### config.mk
export PLATFORM = sky130hd
export DESIGN_NAME = kfps2kb_keycode_fifo
export DESIGN_NICKNAME = d
export VERILOG_FILES = /design/src/rtl/kfps2kb_keycode_fifo.sv
export SDC_FILE = /design/constraint.sdc
export NUM_CORES = 1
export LEC_CHECK = 0
export CORE_MARGIN = 5
export CORE_UTILIZATION = 55
export CTS_CLUSTER_SIZE = 14
export DETAILED_ROUTE_END_ITERATION = 10
export GPL_ROUTABILITY_DRIVEN = 0
export GPL_TIMING_DRIVEN = 0
export HOLD_SLACK_MARGIN = 0.03
export PLACE_DENSITY = 0.74
export SKIP_LAST_GASP = 1
export SLEW_MARGIN = 10
export SYNTH_ARGS = -nofsm -noshare
export SYNTH_HDL_FRONTEND = slang
export SYNTH_SLANG_ARGS = --single-unit
export TNS_END_PERCENT = 20
### constraint.sdc
create_clock -name clock -period 7.8 [get_ports clock]
set_input_delay 1.56 -clock clock [delete_from_list [all_inputs] [get_ports clock]]
set_output_delay 1.56 -clock clock [all_outputs]
set_load 0.02 [all_outputs]
### src/rtl/kfps2kb_keycode_fifo.sv
// Keycode capture and show-ahead FIFO between a PS/2 keyboard controller and a host.
// Each irq assertion is pushed once and acknowledged; the host pops through read_strobe.
module kfps2kb_keycode_fifo #(
  parameter int DEPTH_LOG2 = 3
) (
  input  logic                  clock,
  input  logic                  reset,
  input  logic                  kb_irq,
  input  logic [7:0]            kb_keycode,
  output logic                  kb_clear_keycode,
  input  logic                  read_strobe,
  output logic                  data_valid,
  output logic [7:0]            data_out,
  output logic [DEPTH_LOG2:0]   count,
  output logic                  host_irq,
  output logic                  overflow,
  output logic                  kb_error,
  input  logic                  status_clear
);

  localparam logic [0:0] ST_IDLE = 1'b0;
  localparam logic [0:0] ST_ACK  = 1'b1;
  localparam logic [DEPTH_LOG2:0] DEPTH_C = {1'b1, {DEPTH_LOG2{1'b0}}};

  logic [0:0]            state_q, state_d;
  logic [DEPTH_LOG2-1:0] wr_q, wr_d;
  logic [DEPTH_LOG2-1:0] rd_q, rd_d;
  logic [DEPTH_LOG2:0]   count_q, count_d;
  logic                  overflow_q, overflow_d;
  logic                  kb_error_q, kb_error_d;
  logic [7:0]            mem_q [2**DEPTH_LOG2];

  logic push_req_s, pop_s, full_s, push_ok_s, drop_s, err_hit_s;

  // A full FIFO still accepts a push when a pop frees the head slot on the same edge.
  assign push_req_s = (state_q == ST_IDLE) && kb_irq;
  assign pop_s      = read_strobe && (count_q != '0);
  assign full_s     = (count_q == DEPTH_C);
  assign push_ok_s  = push_req_s && (!full_s || pop_s);
  assign drop_s     = push_req_s && full_s && !pop_s;
  assign err_hit_s  = push_req_s && (kb_keycode == 8'hFF);

  always_comb begin
    state_d = state_q;
    case (state_q)
      ST_IDLE: if (kb_irq)  state_d = ST_ACK;  else state_d = ST_IDLE;
      ST_ACK:  if (!kb_irq) state_d = ST_IDLE; else state_d = ST_ACK;
      default: state_d = ST_IDLE;
    endcase
  end

  always_comb begin
    wr_d    = wr_q;
    rd_d    = rd_q;
    count_d = count_q;
    if (push_ok_s) wr_d = wr_q + DEPTH_LOG2'(1); else wr_d = wr_q;
    if (pop_s)     rd_d = rd_q + DEPTH_LOG2'(1); else rd_d = rd_q;
    case ({push_ok_s, pop_s})
      2'b10:   count_d = count_q + (DEPTH_LOG2+1)'(1);
      2'b01:   count_d = count_q - (DEPTH_LOG2+1)'(1);
      default: count_d = count_q;
    endcase
  end

  // Sticky flags: a set event on the same edge as status_clear wins.
  always_comb begin
    overflow_d = overflow_q;
    kb_error_d = kb_error_q;
    if (drop_s)            overflow_d = 1'b1;
    else if (status_clear) overflow_d = 1'b0;
    else                   overflow_d = overflow_q;
    if (err_hit_s)         kb_error_d = 1'b1;
    else if (status_clear) kb_error_d = 1'b0;
    else                   kb_error_d = kb_error_q;
  end

  always_ff @(posedge clock) begin
    if (reset) begin
      state_q    <= ST_IDLE;
      wr_q       <= '0;
      rd_q       <= '0;
      count_q    <= '0;
      overflow_q <= 1'b0;
      kb_error_q <= 1'b0;
    end else begin
      state_q    <= state_d;
      wr_q       <= wr_d;
      rd_q       <= rd_d;
      count_q    <= count_d;
      overflow_q <= overflow_d;
      kb_error_q <= kb_error_d;
    end
  end

  always_ff @(posedge clock) begin
    if (push_ok_s && !reset) mem_q[wr_q] <= kb_keycode;
  end

  assign kb_clear_keycode = (state_q == ST_ACK);
  assign data_valid       = (count_q != '0);
  assign host_irq         = (count_q != '0);
  assign data_out         = (count_q != '0) ? mem_q[rd_q] : 8'h00;
  assign count            = count_q;
  assign overflow         = overflow_q;
  assign kb_error         = kb_error_q;

endmodule

### Yosys cells after proc, flatten, opt, wreduce, memory -nomap -nowiden

Memories as Yosys holds them, arrays and structs flattened. A register that Yosys moved wholly into a read port is not among the register bits.
Cells that the tools add are included.
Widths: inputs -> output; s select.

* bits in read-only memories: 0
* bits in latches: 0
* output and inout bits: 17
* logic and storage cells: 41
* memories: 1
* bits in writable memories: 64
* register bits after elaboration: 13

Memory list
* mem_q: depth 8, bits a word 8, rd ports 1, clocked after Yosys merged registers in 1, wr ports 1, line 31 `logic [7:0] mem_q [2**DEPTH_LOG2];`

* bitwise logic cells: 1
* multiply operators: 0
* equality and inequality tests: 4
* $lt $le $gt $ge: 0
* $add $sub $neg: 4
* mux-type cells: 10
* reduce and logical (&&, ||, !) cells: 15
* shift-type cells: 0
* div/mod/pow operators: 0

Operators by type and width (number)
* $eq 8x8->1 const B: 1
* $mux 8: 1
* $pmux 4 s2: 1
* $logic_and 1x1->1: 7
* $add 3x1->3 const B: 2
* $mux 1: 6
* $mux 3: 2
* $reduce_bool 2->1: 3
* $add 4x1->4 const B: 1
* $eq 4x4->1 const B: 1
* $reduce_bool 4->1: 1
* $sub 4x1->4 const B: 1
* $logic_not 1->1: 3
* $eq 2x1->1 const B: 1
* $eq 2x2->1 const B: 1
* $logic_or 1x1->1: 1
* $not 1->1: 1

### Longest topological paths before layout

* depth in word-level cells: 7
* gate-level depth with buffers: 8

### Least setup slack after synthesis

Ideal clock, no wire load.

* path type: input -> register
* start point: input kb_irq
* end point: memory mem_q[0][0], enable pin
* stages on the path: 5
* setup slack: 4256 ps
* arrival: 3149 ps
* setup time: 395 ps
* required time: 7405 ps
* cells stage by stage: nor2b_1 clkbuf_1 o21a_1 nand2b_1 nor4_1

* longest elaborated chain between the ends: 5

RTL lines
* start, declared: line 8 `input logic kb_irq,`
* $logic_and 1x1->1: line 36 `assign push_req_s = (state_q == ST_IDLE) && kb_irq;`
* $logic_and 1x1->1: line 39 `assign push_ok_s = push_req_s && (!full_s || pop_s);`
* $logic_and 1x1->1: line 96 `if (push_ok_s && !reset) mem_q[wr_q] <= kb_keycode;`
* $mux 1: line 96
* $mux 1 (not written as such): line 96
* end, declared: line 31

No other way between the ends.

==> summary.md <==
| Metric | Value |
|---|---|
| Status | finished, final reports clean |
| IO buf count | 28 |
| Slowest cell delay on critical path | between 0.5 and 0.6 ns |
| Post-synth EDFFs | 64 |
| DR iter-0 viols | 107 |
| Max-cap violations | 0 |
| Worst-path clk slew | 0.07 ns |
| Post-synth top flop | edfxtp_1 |
| Core area | between 5000 and 6000 sq um |
| Int Pwr | 0.778 mW |
| Synth area leaders | edfxtp_1, mux4_2, dfxtp_1 |
| RSZ-0062 raised after global routing | no |
| H-tree depth | 3 |
| Dpl cells | approximately 300 |
| Setup Fix Bufs, Post-CTS | 0 |
| Combinational share of power | 0.335 |
| Distinct cell type count after synthesis | 36 |
| Final setup viols | 0 |
| Setup TNS | 0 ns |
| Die X | about 87 um |
| Startpoint Class | flip-flop |
| Num ports | 30 |
| Number of global-route vias before repair | 1,881 |
| Pins Over Slew Limit | 0 |
| # clock sinks | 80 |
| Worst path cell trace | clkbuf_1 -> clkbuf_1 -> mux4_2 -> mux2i_1 -> nor2_1 -> clkdlybuf4s50_1 |
| Area delta synth->final | 17.5% |
| Switching part of the total | 0.308 |
| Syn Std Cell Area | 3240 sq um |
| Cell area power density | roughly 300 nW/um^2 |
| Seq cells post-synth | 80 |
| CP Max Fanout | 10 |
| Commonest non-fill, non-tap cells in the layout | edfxtp_1, clkdlybuf4s50_1, nor2_1, mux4_2, dfxtp_1 |
| Commonest non-fill, non-tap cell in the layout | edfxtp_1 |
| YS warnings | 0 |
| Leakage | 1.24 nW |
| Final ANT Viol Nets | 0 |
| Critical path data arrival time | 2.78 ns |
| Grt total ovfl | 0 |
| Die H | 86.8 um |
| Setup Skew | between 0.01 and 0.015 ns |
| Seq pwr share | 0.442 |
| Synth top area share | 0.593 |
| Hold_buf cts | 0 |
| Share of layout cells above drive strength 1 | 0.195 |
| Clk pwr share | 0.223 |
| Sequential element share of the synthesized area | 0.692 |
| Final Hold Viols | 0 |
| Psw | 0.346 mW |
| DR WL/cell | 19.7 um |
| Finished Layout Cells | 311 |
| CTS tree | built |
| Critical path endpoint category | primary output |
| Syn Nets | 206 |
| Global-route wire length before repair | 9.81 mm |
| Vias | 1,767 |
| Largest net degree at the start of global routing | 13 |
| Critical path class | flip-flop to primary output |
| Number of antenna diodes | 0 |
| Slowest CP cell | clkbuf_1 |
| Row count | 28 |
| Cell count after synthesis | 190 |
| Syn avg cell area | roughly 17 sq um |
| WP data required | around 6.2 ns |
| Final worst-path cycle share | 0.557 |
| Die area | ~7500 sq um |
| CTS max path bufs | 2 |
| Worst-skew pair later-pin latency | 0.34 ns |
| Resized Gates After CTS | 0 |
| IR drop worst, VDD | 0.228 mV |
| Power, Total | ~1.1 mW |
| Antenna violations before repair | 0 |
| Residual DRC | 0 |
| Gr usage total | 0.182 |
| Crit path time final | 4.34 ns |
| Total CTS buffers | 9 |
| Worst-Margin Slew | 0.953 ns |
| Async SR Flop Fraction | 0 |
| Achievable frequency | 230 MHz |
| Layout net count | ~250 |
| Clk root buf | clkbuf_8 |
| Hold WS | 0.478 ns |
| Post-DR vias/cell | 5.68 |
| Post-DP HPWL | 4.16 mm |
| Hold Crit Class | flip-flop to flip-flop |
| Router iterations before antenna repair | 4 |
| Post-Route WL | 6.12 mm |
| Cell mode on critical path | clkbuf_1 |
| Initial core utilization | 0.557 |
| Max transition margin | 0.363 |
| Synth area leader | edfxtp_1 |
[final cells by class]
type,count,area (sq um)
timing repair buffer,30,295
clock inverter,5,23.8
inverter,1,3.75
tap,75,93.8
multi-input combinational,99,967
sequential,80,2240
fill,419,2010
clock buffer,11,131
buffer,10,51.3
[power by group through the flow]
stage | sequential [mW] | clock, mW | combinational, mW
after floorplan | 0.510 | 0 | 0.239
after CTS | 0.496 | 0.255 | 0.384
final | 0.496 | 0.251 | 0.376
after detailed placement | 0.506 | 0 | 0.382
after global placement | 0.503 | 0 | 0.371
after global routing | 0.499 | 0.277 | 0.404
[sequential cells by signal, indices dropped and copies added, names as in the netlist, named ones only]
register,flops
kb_error,1
kb_clear_keycode,1
rd_q,3
count,4
wr_q,3
overflow,1
mem_q,64
[worst max-delay path, delay by kind of cell (launching register included)]
family	cells	cell delay, ns
mux	2	0.56
flops	1	0.32
simple gates	1	0.06
buf+inv	3	1.51
[cell usage after synthesis (2+ instances only)]
library cell  instances
mux2i_1              12
and4_1                2
nand2b_1              5
o21a_1                2
nor3_1                4
clkbuf_1              4
mux4_2               16
edfxtp_1             64
nor4_1                2
xnor2_1               2
xor2_1                2
a21oi_1               5
buf_1                 2
nor2b_1               4
dfxtp_1              16
nor2_1               23
nand2_1               3
buf_2                 2
ha_1                  3
[kinds of logic (layout without fill, tap and decap cells)]
group,count (synthesis),count (layout),synth area share
AOI/OAI and AO/OA,13,13,0.0332
xor gates and xnor gates,4,4,0.0108
adders and majority gates,3,3,0.0116
buffers and inverters,11,57,0.0170
DFF,80,80,0.692
muxes,29,29,0.153
and+or+nand+nor,50,50,0.0830
[path summary, 6_finish.rpt]
path / from / to / slack [ns] / cells after the start
hold / removal: kb_error$_SDFFE_PP0P_ / kb_error$_SDFFE_PP0P_ / 0.48 / 2
setup reg to reg: kb_clear_keycode$_SDFF_PP0_ / mem_q[3][7]$_DFFE_PP_ / 5.40 / 5
setup / recovery: flip-flop / data_out[1] / 3.46 / 6
hold reg to reg: kb_error$_SDFFE_PP0P_ / kb_error$_SDFFE_PP0P_ / 0.48 / 2
[metal layers]
layer	global-route usage	wire length, um	up-vias
li1	-	-	827
met1	0.243	2710	891
met2	0.292	3080	43
met3	0.0399	253	6
met4	0.0708	75	0
met5	0	0	-
[stage by stage]
| step | setup slack [ns] | cell area [sq um] | utilization |
|---|---|---|---|
| final | 3.46 | 3810 | 0.655 |
| after global routing | 3.29 | 3810 | 0.655 |
| after CTS | 3.42 | 3810 | 0.655 |
| after detailed placement | 3.63 | 3650 | 0.628 |
| after global placement | 2.93 | 3620 | 0.622 |
| after floorplan | 4.26 | 3240 | - |
Note: power is estimated with default switching activity, not from simulation.
